===== config.mk =====
export PLATFORM = sky130hd
export DESIGN_NAME = fetch_issue_queue
export DESIGN_NICKNAME = d
export VERILOG_FILES = /design/src/rtl/fetch_issue_queue.sv
export SDC_FILE = /design/constraint.sdc
export NUM_CORES = 2
export LEC_CHECK = 0
export BUFFER_PORTS_ARGS = -buffer_cell sky130_fd_sc_hd__buf_2
export CELL_PAD_IN_SITES_DETAIL_PLACEMENT = 1
export CELL_PAD_IN_SITES_GLOBAL_PLACEMENT = 2
export CORE_MARGIN = 5
export CORE_UTILIZATION = 43
export DETAILED_ROUTE_END_ITERATION = 8
export PLACE_DENSITY = 0.95
export SLEW_MARGIN = 20
export SYNTH_ARGS = -nofsm -noshare
export SYNTH_HDL_FRONTEND = slang
export SYNTH_SLANG_ARGS = --single-unit

===== constraint.sdc =====
create_clock -name clk -period 36 [get_ports clk]
set_input_delay 1.8 -clock clk [delete_from_list [all_inputs] [get_ports clk]]
set_output_delay 1.8 -clock clk [all_outputs]
set_load 0.02 [all_outputs]

===== src/rtl/fetch_issue_queue.sv =====
// Dual-entry-per-cycle instruction queue between fetch and dual-issue decode.
// Buffers fetched instructions in program order and presents the two oldest to decode.
module fetch_issue_queue #(
    parameter int DEPTH = 8,
    parameter int CW    = $clog2(DEPTH) + 1
) (
    input  logic          clk,
    input  logic          reset,
    input  logic          flush,
    input  logic          in_valid_1,
    input  logic          in_valid_2,
    input  logic [31:0]   in_pc_1,
    input  logic [31:0]   in_pc_2,
    input  logic [31:0]   in_instr_1,
    input  logic [31:0]   in_instr_2,
    output logic          in_ready,
    output logic          out_valid_1,
    output logic          out_valid_2,
    output logic [31:0]   out_pc_1,
    output logic [31:0]   out_pc_2,
    output logic [31:0]   out_instr_1,
    output logic [31:0]   out_instr_2,
    output logic          out_adel_1,
    output logic          out_adel_2,
    input  logic          deq_1,
    input  logic          deq_2,
    output logic [CW-1:0] count
);
    localparam int AW = $clog2(DEPTH);

    logic [31:0]   pc_mem    [DEPTH];
    logic [31:0]   instr_mem [DEPTH];
    logic          adel_mem  [DEPTH];
    logic [AW-1:0] head;
    logic [AW-1:0] tail;
    logic [AW-1:0] head_p1;
    logic [AW-1:0] tail_p1;
    logic [1:0]    n_push;
    logic [1:0]    n_pop;
    logic          pop_1;
    logic          pop_2;

    // in_ready looks only at the registered count, keeping deq off its timing path
    assign in_ready    = (count <= CW'(DEPTH - 2));
    assign out_valid_1 = (count != '0);
    assign out_valid_2 = (count >= CW'(2));

    assign head_p1 = head + AW'(1);
    assign tail_p1 = tail + AW'(1);

    assign n_push = (in_ready && in_valid_1) ? (in_valid_2 ? 2'd2 : 2'd1) : 2'd0;
    assign pop_1  = deq_1 && out_valid_1;
    assign pop_2  = pop_1 && deq_2 && out_valid_2;
    assign n_pop  = {1'b0, pop_1} + {1'b0, pop_2};

    assign out_pc_1    = pc_mem[head];
    assign out_pc_2    = pc_mem[head_p1];
    assign out_instr_1 = instr_mem[head];
    assign out_instr_2 = instr_mem[head_p1];
    assign out_adel_1  = adel_mem[head];
    assign out_adel_2  = adel_mem[head_p1];

    // Flush wipes the queue exactly like reset, but on the clock edge
    always_ff @(posedge clk or posedge reset) begin
        if (reset) begin
            head  <= '0;
            tail  <= '0;
            count <= '0;
            for (int i = 0; i < DEPTH; i++) begin
                pc_mem[i]    <= '0;
                instr_mem[i] <= '0;
                adel_mem[i]  <= 1'b0;
            end
        end else if (flush) begin
            head  <= '0;
            tail  <= '0;
            count <= '0;
            for (int i = 0; i < DEPTH; i++) begin
                pc_mem[i]    <= '0;
                instr_mem[i] <= '0;
                adel_mem[i]  <= 1'b0;
            end
        end else begin
            if (n_push != 2'd0) begin
                pc_mem[tail]    <= in_pc_1;
                instr_mem[tail] <= in_instr_1;
                adel_mem[tail]  <= (in_pc_1[1:0] != 2'b00);
            end
            if (n_push == 2'd2) begin
                pc_mem[tail_p1]    <= in_pc_2;
                instr_mem[tail_p1] <= in_instr_2;
                adel_mem[tail_p1]  <= (in_pc_2[1:0] != 2'b00);
            end
            tail  <= tail + AW'(n_push);
            head  <= head + AW'(n_pop);
            count <= count + CW'(n_push) - CW'(n_pop);
        end
    end
endmodule


==> reports/metrics.csv <==
stage;metric;value;unit
cts;clk_pin_slew;0.06;ns
placement;placed_cells;4482;
floorplanning;die_h;296;um
worst_setup_path;cp-start-kind;flop;
synthesis;async_flop_share;1.00;
synthesis;synth_area_leaders;dfrtp_1 (38%), mux4_2 (17%), nand2_1 (11%);
route;wl_met2;65700;um
cts;cts-resized-gates;0;
timing;clock-skew-final;0.0213;ns
synthesis;syn_inst;3586;
timing;max_freq;165;MHz
timing;hold_ws;0.569;ns
route;wl;138000;um
synthesis;syn_area;35200;sq um
timing;final_hold_viol_count;0;
route;dr.max_layer_used;met5;
cts;htree_num_levels;3;
worst_setup_path;critical_path.max_fanout;59;
final_layout;layout-drive-gt1-share;0.299;
status;status;finished clean;
grt;track_usage;0.308;
timing;finalMaxSlewViolations;0;
floorplanning;die_x;296;um
worst_setup_path;cp-end-kind;output port;
cts;cts_root_buf;clkbuf_16;
synthesis;avgSynthCellArea;9.83;sq um
grt;grt_first_pass_wirelength;209000;um
floorplanning;rows;105;
placement;gp_congestion;0.842;
route;via_per_inst;6.81;
pwr;combinationalPowerShare;0.362;
synthesis;synth-seq-cells;530;
pwr;p_seq_frac;0.311;
synthesis;ys_seq_area_frac;0.376;
synthesis;synth_top_flop_cell;dfrtp_1;
cts;cts_sinks;530;
grt;grt_pass1_vias;32900;
synthesis;yosysUniqueCellTypes;38;
grt;grt_max_degree;176;
timing;rsz0062_at_grt;no;
timing;setup_tns;0;ns
cts;cts_tree;yes;
worst_setup_path;required;34.20;ns
timing;setup_viol;0;
synthesis;yosysMostFrequentCell;nand2_1;
placement;hpwl;79400;um
timing;min_period;6.07;ns
placement;port_buffers;271;
pwr;power_density;59.5;nW/um^2
synthesis;synth_commonest_cells;nand2_1 (1031), dfrtp_1 (530), nor2_1 (521);
cts;hold_buffers;0;
route;vias;31500;
synthesis;ys_warn_count;0;
grt;antenna_found_initial;30;
synthesis;synth_top_cell_area_share;0.376;
route;wl_met3;12000;um
timing;fin_crit_sh;0.169;
timing;slew_headroom;0.229;
pwr;ir_worst_vdd;0.0000378;V
grt;grt-ovfl-total;0;
route;wl_met1;54500;um
pwr;p_clk_frac;0.327;
route;initialDrtViolationCount;3218;
flow_run;max-cap-violations;0;
cts;clk_latency;0.64;ns
route;antenna_left;0;
synthesis;synth_edf_count;0;
synthesis;synth.largest_area_cell;dfrtp_1;
pwr;p_total;2.30;mW
cts;post_cts_buffers;0;
cts;clock_tree.buffer_depth;3;
pwr;p_switching;0.863;mW
floorplanning;pin_count;272;
pwr;sw_frac_of_total;0.375;
final_layout;stdcell_count;4626;
worst_setup_path;critPathKind;reg -> out;
worst_setup_path;cp.arrival;4.27;ns
pwr;leakagePower;15.0;nW
final_layout;nets;3634;
floorplanning;dieArea;87800;sq um
route;wire_per_inst;29.9;um
floorplanning;start_util;0.431;
hold_path;min_path_type;reg -> reg;
timing;worst_pin_slew;1.16;ns
floorplanning;core_area;81700;sq um
route;drtPass1Iterations;6;
final_layout;area_delta_synth_final;9.79;%
cts;numCtsBuffers;68;
pwr;p_int;1.44;mW
synthesis;syn-num-nets;3736;
route;drc;0;
## worst max-delay path, cell delays in order, from the launching register on
cell and delay (ns):
dfrtp_4 0.91, buf_4 0.73, buf_4 0.83, mux4_2 0.60
mux2_2 0.30, buf_2 0.16
## stage by stage
stage                util  setup slack (ns)  instance area (sq um)
floorplan               -             19.39                  35200
global route        0.473             29.72                  38700
global placement    0.442             30.28                  36100
detailed placement  0.442             30.17                  36100
finish              0.473             29.93                  38700
CTS                 0.472             29.48                  38600
## power by group through the flow
stage | sequential, mW | clock, mW | combinational [mW]
2_1_floorplan | 0.688 | 0 | 0.627
3_3_place_gp | 0.720 | 0 | 0.807
3_5_place_dp | 0.723 | 0 | 0.830
4_1_cts | 0.713 | 0.760 | 0.834
5_1_grt | 0.721 | 0.784 | 0.884
6_report | 0.716 | 0.752 | 0.834
## final cells by class
| cell class | count | area, sq um |
|---|---|---|
| Clock inverter | 32 | 449 |
| Sequential cell | 530 | 13300 |
| Clock buffer | 92 | 1990 |
| Inverter | 15 | 63.8 |
| Multi-Input combinational cell | 2543 | 19700 |
| Fill cell | 9090 | 43000 |
| Antenna cell | 18 | 45.0 |
| Tap cell | 1070 | 1340 |
| Timing Repair Buffer | 326 | 1840 |
## cells by family (layout without fill, tap and decap cells)
logic type	after synthesis	in the layout	synth area share
AOI/OAI and AO/OA	531	531	0.164
xor gates and xnor gates	7	7	0.00174
adders and majority gates	15	15	0.00618
buffers and inverters	513	465	0.0691
DFF	530	530	0.376
muxes	390	390	0.208
other	0	18	0
and+or+nand+nor	1600	1600	0.174
## state kept, by name, indices dropped and copies added (netlist names)
name,flops
instr_mem,256
pc_mem,256
adel_mem,8
count,4
head,3
tail,3
## routing by layer
metal	GRT usage	vias to the layer above
li1	-	12700
met1	0.407	16700
met2	0.497	1683
met3	0.0576	376
met4	0.139	16
met5	0	-
## cell usage in the layout (no fill, tap or decap), types with 7 or more instances in the layout
| cell | netlist | routed |
|---|---|---|
| buf_4 | 56 | 51 |
| or3_4 | 0 | 8 |
| a311oi_2 | 187 | 187 |
| a311oi_1 | 325 | 325 |
| nand2_1 | 1031 | 1031 |
| clkinv_2 | 0 | 13 |
| buf_2 | 96 | 270 |
| nor2_1 | 521 | 521 |
| o221ai_1 | 7 | 7 |
| a21oi_1 | 8 | 8 |
| diode_2 | 0 | 18 |
| bufinv_16 | 0 | 8 |
| mux4_2 | 260 | 260 |
| inv_1 | 15 | 14 |
| mux2_2 | 130 | 130 |
| or4_4 | 0 | 8 |
| dfrtp_1 | 530 | 527 |
| nand2b_1 | 10 | 10 |
| clkbuf_8 | 0 | 18 |
| ha_1 | 11 | 10 |
| clkbuf_16 | 0 | 69 |
## final timing paths
| path | from | end | slack [ns] | cells after the start |
|---|---|---|---|---|
| min in group asynchronous | reset | pc_mem[244] | 1.28 | 2 |
| worst min register to register | instr_mem[38] | instr_mem[38] | 0.57 | 2 |
| worst min-delay path | instr_mem[38] | instr_mem[38] | 0.57 | 2 |
| max in group asynchronous | reset | instr_mem[195] | 31.81 | 5 |
| worst max register to register | count[3] | adel_mem[5] | 31.77 | 8 |
| worst max-delay path | head[0] | out_pc_1[16] | 29.93 | 5 |
Power figures use the tool's default switching activity.
